[config.mk]
export PLATFORM = sky130hd
export DESIGN_NAME = rev_mac_seq
export DESIGN_NICKNAME = d
export VERILOG_FILES = /design/src/rtl/rev_mac_seq.sv
export SDC_FILE = /design/constraint.sdc
export NUM_CORES = 1
export LEC_CHECK = 0
export CAP_MARGIN = 20
export CORE_MARGIN = 4
export CORE_UTILIZATION = 35
export DETAILED_ROUTE_END_ITERATION = 10
export GPL_TIMING_DRIVEN = 0
export PLACE_DENSITY_LB_ADDON = 0.12
export SKIP_CTS_REPAIR_TIMING = 1
export SLEW_MARGIN = 20
export SYNTH_ARGS = -nofsm -noshare
export SYNTH_HDL_FRONTEND = slang
export SYNTH_SLANG_ARGS = --single-unit
[constraint.sdc]
create_clock -name clk -period 2.8 [get_ports clk]
set_input_delay 0.28 -clock clk [delete_from_list [all_inputs] [get_ports clk]]
set_output_delay 0.28 -clock clk [all_outputs]
set_load 0.02 [all_outputs]
[src/rtl/rev_mac_seq.sv]
// rev_mac_seq: sequential multiply-accumulate for one dot-product element.
// Each accepted (a,b) pair is multiplied by a shift-add multiplier, one partial
// product per cycle. The product is then added into a wrapping accumulator.
// The pair flagged in_last closes the dot product and publishes the result on a
// valid/ready port.
// Ports:
//   clk, rst                 clock, synchronous active-high reset
//   in_valid/in_ready        operand-pair handshake (ready only while idle)
//   in_a, in_b, in_last      multiplicand, multiplier, final-term flag
//   out_valid/out_ready      result handshake
//   out_data, out_ovf        dot-product result and sticky carry-out flag
module rev_mac_seq #(
    parameter int unsigned WIDTH     = 4,
    parameter int unsigned ACC_WIDTH = 12
) (
    input  logic                 clk,
    input  logic                 rst,
    input  logic                 in_valid,
    output logic                 in_ready,
    input  logic [WIDTH-1:0]     in_a,
    input  logic [WIDTH-1:0]     in_b,
    input  logic                 in_last,
    output logic                 out_valid,
    input  logic                 out_ready,
    output logic [ACC_WIDTH-1:0] out_data,
    output logic                 out_ovf
);

    localparam int unsigned PW = 2 * WIDTH;
    localparam int unsigned CW = $clog2(WIDTH);

    typedef enum logic [1:0] {
        S_IDLE = 2'd0,
        S_MUL  = 2'd1,
        S_ACC  = 2'd2,
        S_DONE = 2'd3
    } state_t;

    state_t               r_state;
    state_t               w_state_nxt;

    logic [WIDTH-1:0]     r_a;
    logic [WIDTH-1:0]     r_b;
    logic                 r_last;
    logic [PW-1:0]        r_prod;
    logic [CW-1:0]        r_cnt;
    logic [ACC_WIDTH-1:0] r_acc;
    logic                 r_ovf;

    logic                 r_in_ready;
    logic                 r_out_valid;
    logic [ACC_WIDTH-1:0] r_out_data;
    logic                 r_out_ovf;

    logic                 w_mul_done;
    logic [ACC_WIDTH:0]   w_sum;
    logic                 w_ovf_nxt;

    assign in_ready  = r_in_ready;
    assign out_valid = r_out_valid;
    assign out_data  = r_out_data;
    assign out_ovf   = r_out_ovf;

    // Last multiply step is the one operating on the top multiplier bit.
    assign w_mul_done = (r_cnt == CW'(WIDTH - 1));

    // Accumulate with an extra bit so the carry out is visible.
    assign w_sum     = {1'b0, r_acc} + (ACC_WIDTH + 1)'(r_prod);
    assign w_ovf_nxt = r_ovf | w_sum[ACC_WIDTH];

    // State register.
    always_ff @(posedge clk) begin
        if (rst) begin
            r_state <= S_IDLE;
        end else begin
            r_state <= w_state_nxt;
        end
    end

    // Next-state logic.
    always_comb begin
        w_state_nxt = r_state;
        case (r_state)
            S_IDLE:  if (in_valid)   w_state_nxt = S_MUL;
            S_MUL:   if (w_mul_done) w_state_nxt = S_ACC;
            S_ACC:   w_state_nxt = r_last ? S_DONE : S_IDLE;
            S_DONE:  if (out_ready)  w_state_nxt = S_IDLE;
            default: w_state_nxt = S_IDLE;
        endcase
    end

    // Handshake flags registered from the next state so they track r_state exactly.
    always_ff @(posedge clk) begin
        if (rst) begin
            r_in_ready  <= 1'b1;
            r_out_valid <= 1'b0;
        end else begin
            r_in_ready  <= (w_state_nxt == S_IDLE);
            r_out_valid <= (w_state_nxt == S_DONE);
        end
    end

    // Operand latch, shift-add multiplier, accumulator and result registers.
    always_ff @(posedge clk) begin
        if (rst) begin
            r_a        <= '0;
            r_b        <= '0;
            r_last     <= 1'b0;
            r_prod     <= '0;
            r_cnt      <= '0;
            r_acc      <= '0;
            r_ovf      <= 1'b0;
            r_out_data <= '0;
            r_out_ovf  <= 1'b0;
        end else begin
            case (r_state)
                S_IDLE: begin
                    if (in_valid) begin
                        r_a    <= in_a;
                        r_b    <= in_b;
                        r_last <= in_last;
                        r_prod <= '0;
                        r_cnt  <= '0;
                    end
                end
                S_MUL: begin
                    if (r_b[r_cnt]) begin
                        r_prod <= r_prod + (PW'(r_a) << r_cnt);
                    end
                    r_cnt <= r_cnt + CW'(1);
                end
                S_ACC: begin
                    r_acc <= w_sum[ACC_WIDTH-1:0];
                    r_ovf <= w_ovf_nxt;
                    if (r_last) begin
                        r_out_data <= w_sum[ACC_WIDTH-1:0];
                        r_out_ovf  <= w_ovf_nxt;
                    end
                end
                S_DONE: begin
                    // Result consumed: next dot product starts from zero.
                    if (out_ready) begin
                        r_acc <= '0;
                        r_ovf <= 1'b0;
                    end
                end
                default: ;
            endcase
        end
    end

endmodule

Word level (Yosys, flattened, before mapping)

Cells that the tools add are included.

Add/subtract/negate cells: 3
$lt $le $gt $ge: 1
Eq/ne operators: 8
Shift-type cells: 1
Mux-type cells: 16
Bitwise logic cells: 1
Reduce and logical (&&, ||, !) cells: 9

Operator list:

| operator                                                    | number |
|---|---|
| case mux 12 bit (2 select lines)                            | 1 |
| 2-to-1 mux 8 bit                                            | 2 |
| case mux 8 bit (2 select lines)                             | 1 |
| adder 12 x 8 -> 13 bit                                      | 1 |
| 2-to-1 mux 12 bit                                           | 1 |
| 2-to-1 mux 2 bit                                            | 5 |
| adder 8 bit                                                 | 1 |
| == test 2 bit (second input constant)                       | 4 |
| case mux 2 bit (4 select lines)                             | 1 |
| AND reduction 2 bit                                         | 4 |
| << shifter 4 x 2 -> 8 bit                                   | 1 |
| != test 2 bit (second input constant)                       | 3 |
| zero test 2 bit                                             | 2 |
| case mux 2 bit (2 select lines)                             | 1 |
| nonzero test 2 bit                                          | 2 |
| less-than comparator 2 x 3 -> 1 bit (second input constant) | 1 |
| AND reduction 3 bit                                         | 1 |
| adder 2 x 1 -> 2 bit (second input constant)                | 1 |
| binary-select mux 1 bit (select 2 bit)                      | 1 |
| == test 2 x 1 -> 1 bit (second input constant)              | 1 |
| 2-to-1 mux 1 bit                                            | 2 |
| case mux 1 bit (2 select lines)                             | 1 |
| OR 1 bit                                                    | 1 |

Bits in registers: 49
Input port bits: 13
Output and inout bits: 15
Logic and storage cells: 51

Longest topological paths before layout

Gate-level depths: netlist (run 1).

Depth after elaboration: 4
Gate-level depth with buffers: 10
Mapped depth without buffers: 9

Worst setup path after synthesis (run 1)

Ideal clock, no wire load.

Path kind: register -> register
Start: reg r_cnt[0]
End: reg r_prod[7]
Setup time: 142 ps
Arrival: 2296 ps
Data required time: 2658 ps
Slack: 363 ps
Stages on the path, launching flop included: 10
Buffers on the path: 1
Period minus slack after synthesis: 2437 ps
Cells stage by stage: dfxtp_1 -> clkbuf_1 -> mux2i_1 -> nor2_1 -> ha_1 -> a211oi_1 -> o21bai_1 -> a2111oi_0 -> or4_1 -> a211oi_2

Word-level cells in the longest chain between the ends: 4
Elaborated cells between the ends (all ways): 8
Classes of those cells: add/sub (1); eq/ne (1); shift (1); mux (4); reduce/logical (1)

Ends and longest elaborated chain:

| item                                                                                       | line     | RTL |
|---|---|---|
| start, declared                                                                            | 46       | `logic [CW-1:0] r_cnt;` |
| start signal, assigned                                                                     | 130      | `r_cnt <= r_cnt + CW'(1);` |
| << shifter 4 x 2 -> 8 bit / binary-select mux 1 bit (select 2 bit) (equally long branches) | 128, 127 |  |
| adder 8 bit / 2-to-1 mux 1 bit (equally long branches)                                     | 128, 127 |  |
| 2-to-1 mux 8 bit / != test 2 bit (equally long branches)                                   | -        |  |
| case mux 8 bit (2 select lines) / AND reduction 3 bit (equally long branches)              | -        |  |
| end signal, assigned                                                                       | 128      | `r_prod <= r_prod + (PW'(r_a) << r_cnt);` |
| end, declared                                                                              | 45       | `logic [PW-1:0] r_prod;` |

Parallel ways exist; a longest one is shown, timed or not. The select of a mux whose other input is x is not followed.
A chain may end at the register's enable or synchronous reset.

Worst setup path in the final report (run 1)

Start: reg r_cnt[1]
End: reg r_prod[7]

Same word-level chain as after synthesis.

==> results of run 1 <==
## worst reg2reg max path, delay by kind of cell (launching register included)
| family | cells | cell delay (ns) |
|---|---|---|
| AO/OA/AOI/OAI | 5 | 0.74 |
| AND/OR/NAND/NOR | 2 | 0.50 |
| buffers and inverters | 1 | 0.21 |
| multiplexers | 1 | 0.37 |
| adder cells (fa/ha/maj) | 1 | 0.33 |
| flip-flops | 1 | 0.34 |
## metal layers
| metal | global-route usage (%) | routed length [um] | vias up | share of wire [%] |
|---|---|---|---|---|
| met2 | 24.67 | 2926 | 34 | 44 |
| met5 | 0 | 0 | - | 0 |
| li1 | - | - | 1259 | - |
| met3 | 2.424 | 156 | 8 | 2.4 |
| met1 | 22.28 | 3473 | 1115 | 52 |
| met4 | 4.976 | 78 | 0 | 1.2 |
## cell usage after synthesis, types with 6 or more instances
| cell | n | area, um^2 |
|---|---|---|
| a211oi_1 | 8 | 60.06 |
| a21o_1 | 7 | 52.55 |
| a21oi_1 | 32 | 160.2 |
| clkbuf_1 | 12 | 45.04 |
| dfxtp_1 | 49 | 980.9 |
| ha_1 | 16 | 200.2 |
| nand2_1 | 45 | 168.9 |
| nand2b_1 | 10 | 62.56 |
| nand3_1 | 8 | 40.04 |
| nor2_1 | 31 | 116.4 |
| nor2b_1 | 6 | 37.54 |
| o21ai_0 | 13 | 65.06 |
## report_power, final
part | switching, mW | internal (mW)
Combinational | 0.0665 | 0.0502
Clock | 0.237 | 0.174
Sequential | 0.0117 | 0.710
## cell type report
class	count	area, um^2	share of cell area, %
buffer	19	81.33	2.537
clock buffer	6	72.57	2.264
inverter	5	18.77	0.5855
tap	99	123.9	3.864
sequential	49	980.9	30.60
timing repair buffer	27	270.3	8.431
multi-input combinational	256	1648	51.41
clock inverter	2	10.01	0.3123
## cells by family (layout without fill, tap and decap cells)
logic type,after synthesis,in the layout,synth area share [%]
and+or+nand+nor,132,132,23.91
AOI/OAI and AO/OA,98,98,24.14
DFF,49,49,36.05
buffers and inverters,24,59,3.632
adders and majority gates,18,18,8.828
muxes,5,5,2.483
xor gates and xnor gates,3,3,0.9657
## path summary, 6_finish.rpt
| path | cells past startpoint | slack [ns] | from | to |
|---|---|---|---|---|
| max reg2reg | 10 | 0.23 | r_cnt[1] | r_prod[7] |
| max | 10 | 0.23 | r_cnt[1] | r_prod[7] |
| min | 2 | 0.45 | r_b[1] | r_b[1] |
| min reg2reg | 2 | 0.45 | r_b[1] | r_b[1] |
## stage by stage
| stage | worst slack (ns) | hold slack [ns] | util, % |
|---|---|---|---|
| after CTS | -0.03794 | 0.4590 | 43.17 |
| after global placement | 0.04186 | 0.4423 | 42.05 |
| after floorplan | 0.3626 | 0.4160 | - |
| final | 0.2294 | 0.4546 | 43.27 |
| after global routing | 0.04161 | 0.4774 | 43.27 |
| after detailed placement | 0.0007321 | 0.4453 | 42.05 |
## flip-flops by register name, indices dropped and copies added (netlist names)
register / flops
in_ready: 1
out_data: 12
r_a: 4
r_cnt: 2
r_ovf: 1
out_ovf: 1
r_last: 1
r_state: 2
out_valid: 1
r_prod: 8
r_b: 4
r_acc: 12
==> impl_metrics.csv, run 1 <==
group,metric,value,unit
outcome,status,"complete, no violations",
timing,post-route-min-period,2.571,ns
setup_path,path_class,"flop to flop",
power,peakVddDrop,185.3,uV
power,total_power,1.249,mW
setup_path,cp_max_fo,10,
timing,drv_slew,0,
setup_path,cp_data_required_time,3.02,ns
clocking,clk_pin_slew,0.09,ns
floorplan,dieHeight,96.18,um
setup_path,crit_chain,"buf_2, mux2_2, nor2_1, a21oi_1, ha_1, o21ai_0, o21bai_1, a2111oi_2, or4_1, a211oi_2",
yosys,ys_ff_latch,49,
global_route,antenna_found_initial,0,
clocking,cts_buffers,5,
layout,nFillCells,780,
drt,drc,0,
layout,final_common_cell,"dfxtp_1",
setup_path,cpPeakStageDelay,0.42,ns
worst_hold_path,hold_class,"flop to flop",
run,maxCapViolations,0,
setup_path,crit_family,"compound AO/OA/AOI/OAI gates",
layout,area_growth,17.79,%
drt,drtAntennaViolNets,0,
layout,layout-drive-gt1-share,4.945,%
drt,drt_iter0_markers,82,
setup_path,cp.arrival,2.79,ns
timing,fmax,389.0,MHz
layout,fin_area,3206,um^2
timing,tns,0,ns
clocking,root_buffer,"clkbuf_8",
clocking,cts_buffer_depth,2,
clocking,htree_num_levels,2,
drt,drt-total-wl,6636,um
floorplan,io_pins,28,
floorplan,chipWidth,96.18,um
yosys,yosys_warnings,0,
yosys,synthArstFlopShare,0,%
floorplan,fp-row-count,31,
setup_path,cp_slowest_cell,"or4_1",
timing,tightest_slew,0.8211,ns
drt,vias,2416,
global_route,track_usage,15.82,%
global_route,grt_start_max_net_pins,15,
yosys,synth_edf_count,0,
setup_path,start_kind,"flop",
place,dp_hpwl,4886,um
drt,post_drt_wl_per_cell,14.33,um
clocking,clk_latency,0.30,ns
floorplan,initial_utilization,36.73,%
drt,drt-vias-per-instance,5.218,
power,cellPowerDensity,389.7,nW/um^2
timing,setup_viol_count_final,0,
yosys,ys_seq_area_share,36.05,%
global_route,grt_pass1_vias,2361,
drt,drt-pass1-iter-count,4,
layout,final_cell_mix,"dfxtp_1, nand2_1, a21oi_1",
timing,rsz0062_at_grt,"false",
place,gp_congestion,0.8588,
clocking,cts_tree,"done",
place,placed_cell_area,3115,um^2
floorplan,core_area,7408,um^2
place,portBuffers,27,
timing,layout_worst_path_cycle_share,91.81,%
layout,stdcell_count,463,
place,placed_cells,455,
timing,clock-skew-final,0.007691,ns
floorplan,dieArea,9250,um^2
setup_path,cp-end-kind,"flop",
power,leakagePower,1.239,nW
timing,finalHoldViolations,0,
layout,antennaDiodeCount,0,
yosys,avgSynthCellArea,8.272,um^2
yosys,synth_cells,329,
global_route,grt-ovfl-total,0,
layout,fin_nets,394,
yosys,synth_flop_cell,"dfxtp_1",
yosys,synth_area,2721,um^2
yosys,ys_types,51,
global_route,grt_pass1_wl,11410,um
yosys,syn-num-nets,360,
clocking,clock-sinks,49,
setup_path,path_buf_inv,1,
timing,max-slew-margin-rel,44.77,%
Note: power is estimated with default switching activity, not from simulation.
==> inputs of run 2 (changes only) <==
--- a/config.mk
+++ b/config.mk
@@ -7,7 +7,7 @@
 export LEC_CHECK = 0
 export CAP_MARGIN = 20
 export CORE_MARGIN = 4
-export CORE_UTILIZATION = 35
+export CORE_UTILIZATION = 55
 export DETAILED_ROUTE_END_ITERATION = 10
 export GPL_TIMING_DRIVEN = 0
 export PLACE_DENSITY_LB_ADDON = 0.12
==> impl_metrics.csv, run 2 (synthesized netlist as in run 1, its figures left out) <==
group,metric,value,unit
timing,post-route-min-period,2.570,ns
setup_path,cp_max_fo,10,
clocking,clk_pin_slew,0.08,ns
setup_path,rr_startpoint,"r_cnt[1]",
drt,vias,2484,
worst_hold_path,hold_class,"flop to flop",
run,maxCapViolations,0,
outcome,status,"complete, no violations",
timing,tightest_slew,0.6915,ns
place,portBuffers,27,
timing,fmax,389.1,MHz
layout,layout-drive-gt1-share,4.945,%
layout,fin_area,3199,um^2
setup_path,cp-end-kind,"flop",
place,gp_congestion,0.8647,
clocking,cts_buffer_depth,2,
timing,max-slew-margin-rel,53.49,%
drt,drt_iter0_markers,137,
setup_path,path_buf_inv,1,
layout,area_growth,17.56,%
power,peakVddDrop,308.4,uV
layout,final_cell_mix,"dfxtp_1, nand2_1, a21oi_1",
global_route,grt_start_max_net_pins,15,
timing,clock-skew-final,0.008015,ns
timing,fin_ws,0.2299,ns
worst_hold_path,hp-start,"r_b[3]",
global_route,antenna_found_initial,0,
layout,final_util,67.29,%
floorplan,dieArea,6137,um^2
clocking,clk_latency,0.30,ns
floorplan,chipWidth,78.34,um
setup_path,cp_slowest_cell,"or4_1",
setup_path,start_kind,"flop",
place,dp_hpwl,4485,um
drt,post_drt_wl_per_cell,14.25,um
layout,fin_nets,394,
clocking,clock-sinks,49,
global_route,track_usage,21.42,%
drt,drtAntennaViolNets,0,
floorplan,dieHeight,78.34,um
setup_path,crit_chain,"buf_2, mux2_2, nor2_1, a21oi_1, ha_1, o21ai_0, o21bai_1, a2111oi_2, or4_1, a211oi_2",
global_route,grt_pass1_vias,2316,
drt,drt-vias-per-instance,5.763,
setup_path,crit_family,"compound AO/OA/AOI/OAI gates",
clocking,htree_num_levels,2,
floorplan,core_area,4755,um^2
floorplan,initial_utilization,57.24,%
layout,antennaDiodeCount,0,
timing,finalHoldViolations,0,
floorplan,fp-row-count,25,
setup_path,startpoint,"r_cnt[1]",
power,total_power,1.362,mW
power,cellPowerDensity,425.7,nW/um^2
place,place_ws,-0.004887,ns
power,leakagePower,1.253,nW
drt,drc,0,
clocking,cts_tree,"done",
global_route,grt-ovfl-total,0,
timing,tns,0,ns
setup_path,rrSetupSlack,0.23,ns
drt,drt-pass1-iter-count,4,
setup_path,cp_data_required_time,3.03,ns
place,placed_cell_area,3075,um^2
floorplan,io_pins,28,
global_route,grt_pass1_wl,10590,um
setup_path,cpPeakStageDelay,0.42,ns
clocking,root_buffer,"clkbuf_8",
timing,setup_viol_count_final,0,
timing,layout_worst_path_cycle_share,91.79,%
timing,drv_slew,0,
drt,drt-total-wl,6140,um
clocking,cts_buffers,5,
setup_path,cp.arrival,2.80,ns
timing,rsz0062_at_grt,"false",
layout,final_common_cell,"dfxtp_1",
setup_path,path_class,"flop to flop",
==> run 2: changes by cell type in the layout (fill, tap and decap cells not counted) <==
| cell | previous run | this run |
|---|---|---|
| clkbuf_8 | 5 | 6 |
| bufinv_16 | 0 | 1 |
| clkinv_2 | 2 | 0 |
==> run 2: layout make-up <==
type | instances | area [um^2]
tap | 67 | 83.83
sequential | 49 | 980.9
clock buffer | 7 | 86.33
fill | 419 | 1555
inverter | 5 | 18.77
timing repair buffer | 27 | 270.3
buffer | 19 | 81.33
multi-input combinational | 256 | 1648
clock inverter | 1 | 30.03
==> run 2: per-layer routing <==
metal	part of all wire [%]	vias to the layer above	GRT usage (%)
li1	-	1267	-
met1	49	1146	28.87
met2	46	59	33.73
met3	3.4	12	4.243
met4	1.8	0	8.392
met5	0	-	0
==> run 2: worst min-delay path: stages, from the launching register on <==
cell	delay, ns
dfxtp_1	0.31
nand2_1	0.05
a21oi_1	0.05
==> run 2: worst paths after layout <==
check | depth (start not counted) | end
max | 10 | r_prod[7]
min | 2 | r_b[3]
max reg2reg | 10 | r_prod[7]
min reg2reg | 2 | r_b[3]
==> run 2: where the power goes <==
| group | leakage [nW] | total (mW) | switching [mW] | internal [mW] |
|---|---|---|---|---|
| logic | 0.798 | 0.115 | 0.0649 | 0.0502 |
| clock network | 0.0585 | 0.526 | 0.234 | 0.291 |
| registers | 0.397 | 0.721 | 0.0116 | 0.710 |
==> run 2: through the flow <==
stage	hold WS, ns	instances
floorplan	0.4160	329
global placement	0.4408	423
detailed placement	0.4451	423
CTS	0.4574	431
global route	0.4735	431
finish	0.4547	431
==> inputs of run 3 (changes only) <==
--- a/config.mk
+++ b/config.mk
@@ -10,7 +10,7 @@
 export CORE_UTILIZATION = 55
 export DETAILED_ROUTE_END_ITERATION = 10
 export GPL_TIMING_DRIVEN = 0
-export PLACE_DENSITY_LB_ADDON = 0.12
+export PLACE_DENSITY = 0.78
 export SKIP_CTS_REPAIR_TIMING = 1
 export SLEW_MARGIN = 20
 export SYNTH_ARGS = -nofsm -noshare
==> impl_metrics.csv, run 3 (synthesized netlist as in run 1, its figures left out) <==
group,metric,value,unit
global_route,grt_pass1_vias,2346,
clocking,clock-sinks,49,
timing,rsz0062_at_grt,"false",
floorplan,initial_utilization,57.24,%
timing,drv_slew,0,
clocking,root_buffer,"clkbuf_8",
global_route,grt_start_max_net_pins,16,
layout,stdcell_count,431,
floorplan,chipWidth,78.34,um
layout,layout-drive-gt1-share,5.220,%
setup_path,cp_slowest_cell,"or4_1",
floorplan,io_pins,28,
setup_path,cp-end-kind,"flop",
drt,drc,0,
drt,drt_iter0_markers,153,
power,peakVddDrop,324.7,uV
setup_path,path_buf_inv,1,
timing,post-route-min-period,2.620,ns
setup_path,rrSetupSlack,0.18,ns
clocking,clk_latency,0.30,ns
setup_path,start_kind,"flop",
global_route,antenna_found_initial,0,
drt,vias,2514,
drt,post_drt_wl_per_cell,14.19,um
setup_path,cp_max_fo,10,
layout,final_common_cell,"dfxtp_1",
floorplan,dieArea,6137,um^2
setup_path,crit_family,"compound AO/OA/AOI/OAI gates",
place,gp_congestion,0.8779,
global_route,grt_pass1_wl,10720,um
worst_hold_path,hold_class,"flop to flop",
drt,drtAntennaViolNets,0,
setup_path,cp.arrival,2.85,ns
run,maxCapViolations,0,
floorplan,dieHeight,78.34,um
drt,drt-pass1-iter-count,4,
power,leakagePower,1.262,nW
setup_path,path_class,"flop to flop",
drt,drt-total-wl,6118,um
clocking,cts_buffer_depth,2,
global_route,track_usage,21.61,%
timing,fmax,381.7,MHz
timing,tightest_slew,0.7511,ns
clocking,cts_buffers,5,
layout,final_cell_mix,"dfxtp_1, nand2_1, a21oi_1",
setup_path,crit_chain,"buf_2, mux2_2, nor2_1, a21oi_1, ha_1, o21ai_0, o21bai_1, a2111oi_2, or4_1, a211oi_2",
timing,setup_viol_count_final,0,
global_route,grt-ovfl-total,0,
layout,area_growth,18.21,%
setup_path,cpPeakStageDelay,0.43,ns
place,placed_cells,423,
power,total_power,1.430,mW
power,cellPowerDensity,444.6,nW/um^2
timing,layout_worst_path_cycle_share,93.57,%
timing,max-slew-margin-rel,49.48,%
drt,drt-vias-per-instance,5.833,
layout,fin_nets,394,
clocking,htree_num_levels,2,
timing,finalHoldViolations,0,
place,portBuffers,27,
layout,nFillCells,422,
timing,clock-skew-final,0.005183,ns
layout,antennaDiodeCount,0,
place,dp_hpwl,4436,um
clocking,clk_pin_slew,0.09,ns
floorplan,fp-row-count,25,
setup_path,cp_data_required_time,3.03,ns
outcome,status,"complete, no violations",
floorplan,core_area,4755,um^2
clocking,cts_tree,"done",
[run 3: changes by cell type in the layout (fill, tap and decap cells not counted), sizes merged]
cell and delta:
clkbuf -2, clkinv +1, bufinv +1
[run 3: path summary, 6_finish.rpt]
check,from,to,cells past startpoint
max reg2reg,r_cnt[1],r_prod[7],10
min reg2reg,out_data[3],out_data[3],2
max,r_cnt[1],r_prod[7],10
min,out_data[3],out_data[3],2
[run 3: through the flow]
step            TNS, ns  setup slack [ns]  hold WS (ns)  utilization [%]  instance area (um^2)
5_1_grt               0           0.01118        0.4753            67.66                  3217
3_5_place_dp   -0.02814          -0.02814        0.4444            64.68                  3075
3_3_place_gp          0           0.06207        0.4408            64.68                  3075
6_report              0            0.1801        0.4549            67.66                  3217
4_1_cts        -0.07311          -0.07311        0.4576            67.50                  3209
2_1_floorplan         0            0.3626        0.4160                -                  2721
[run 3: layout make-up]
| cell class | instances | area, um^2 | area share (%) |
|---|---|---|---|
| clock buffer | 5 | 68.82 | 2.139 |
| buffer | 19 | 81.33 | 2.528 |
| clock inverter | 3 | 65.06 | 2.023 |
| timing repair buffer | 27 | 270.3 | 8.401 |
| sequential | 49 | 980.9 | 30.49 |
| tap | 67 | 83.83 | 2.606 |
| inverter | 5 | 18.77 | 0.5834 |
| multi-input combinational | 256 | 1648 | 51.23 |
[run 3: worst min-delay path, delay by kind of cell (launching register included)]
family | cells | cell delay [ns]
AO/OA/AOI/OAI | 1 | 0.05
flip-flops | 1 | 0.32
AND/OR/NAND/NOR | 1 | 0.05
[run 3: metal layers]
| metal | wire length (um) | track usage (%) | part of all wire (%) |
|---|---|---|---|
| met5 | 0 | 0 | 0 |
| met4 | 119 | 7.517 | 1.9 |
| met3 | 292 | 4.358 | 4.8 |
| met2 | 2793 | 35.87 | 46 |
| met1 | 2912 | 27.89 | 48 |
[run 3: power breakdown]
group | leakage (nW) | total [mW] | switching, mW | internal, mW
logic | 0.798 | 0.117 | 0.0666 | 0.0503
clock network | 0.0681 | 0.592 | 0.237 | 0.355
registers | 0.397 | 0.722 | 0.0119 | 0.710
total | 1.26 | 1.43 | 0.316 | 1.11
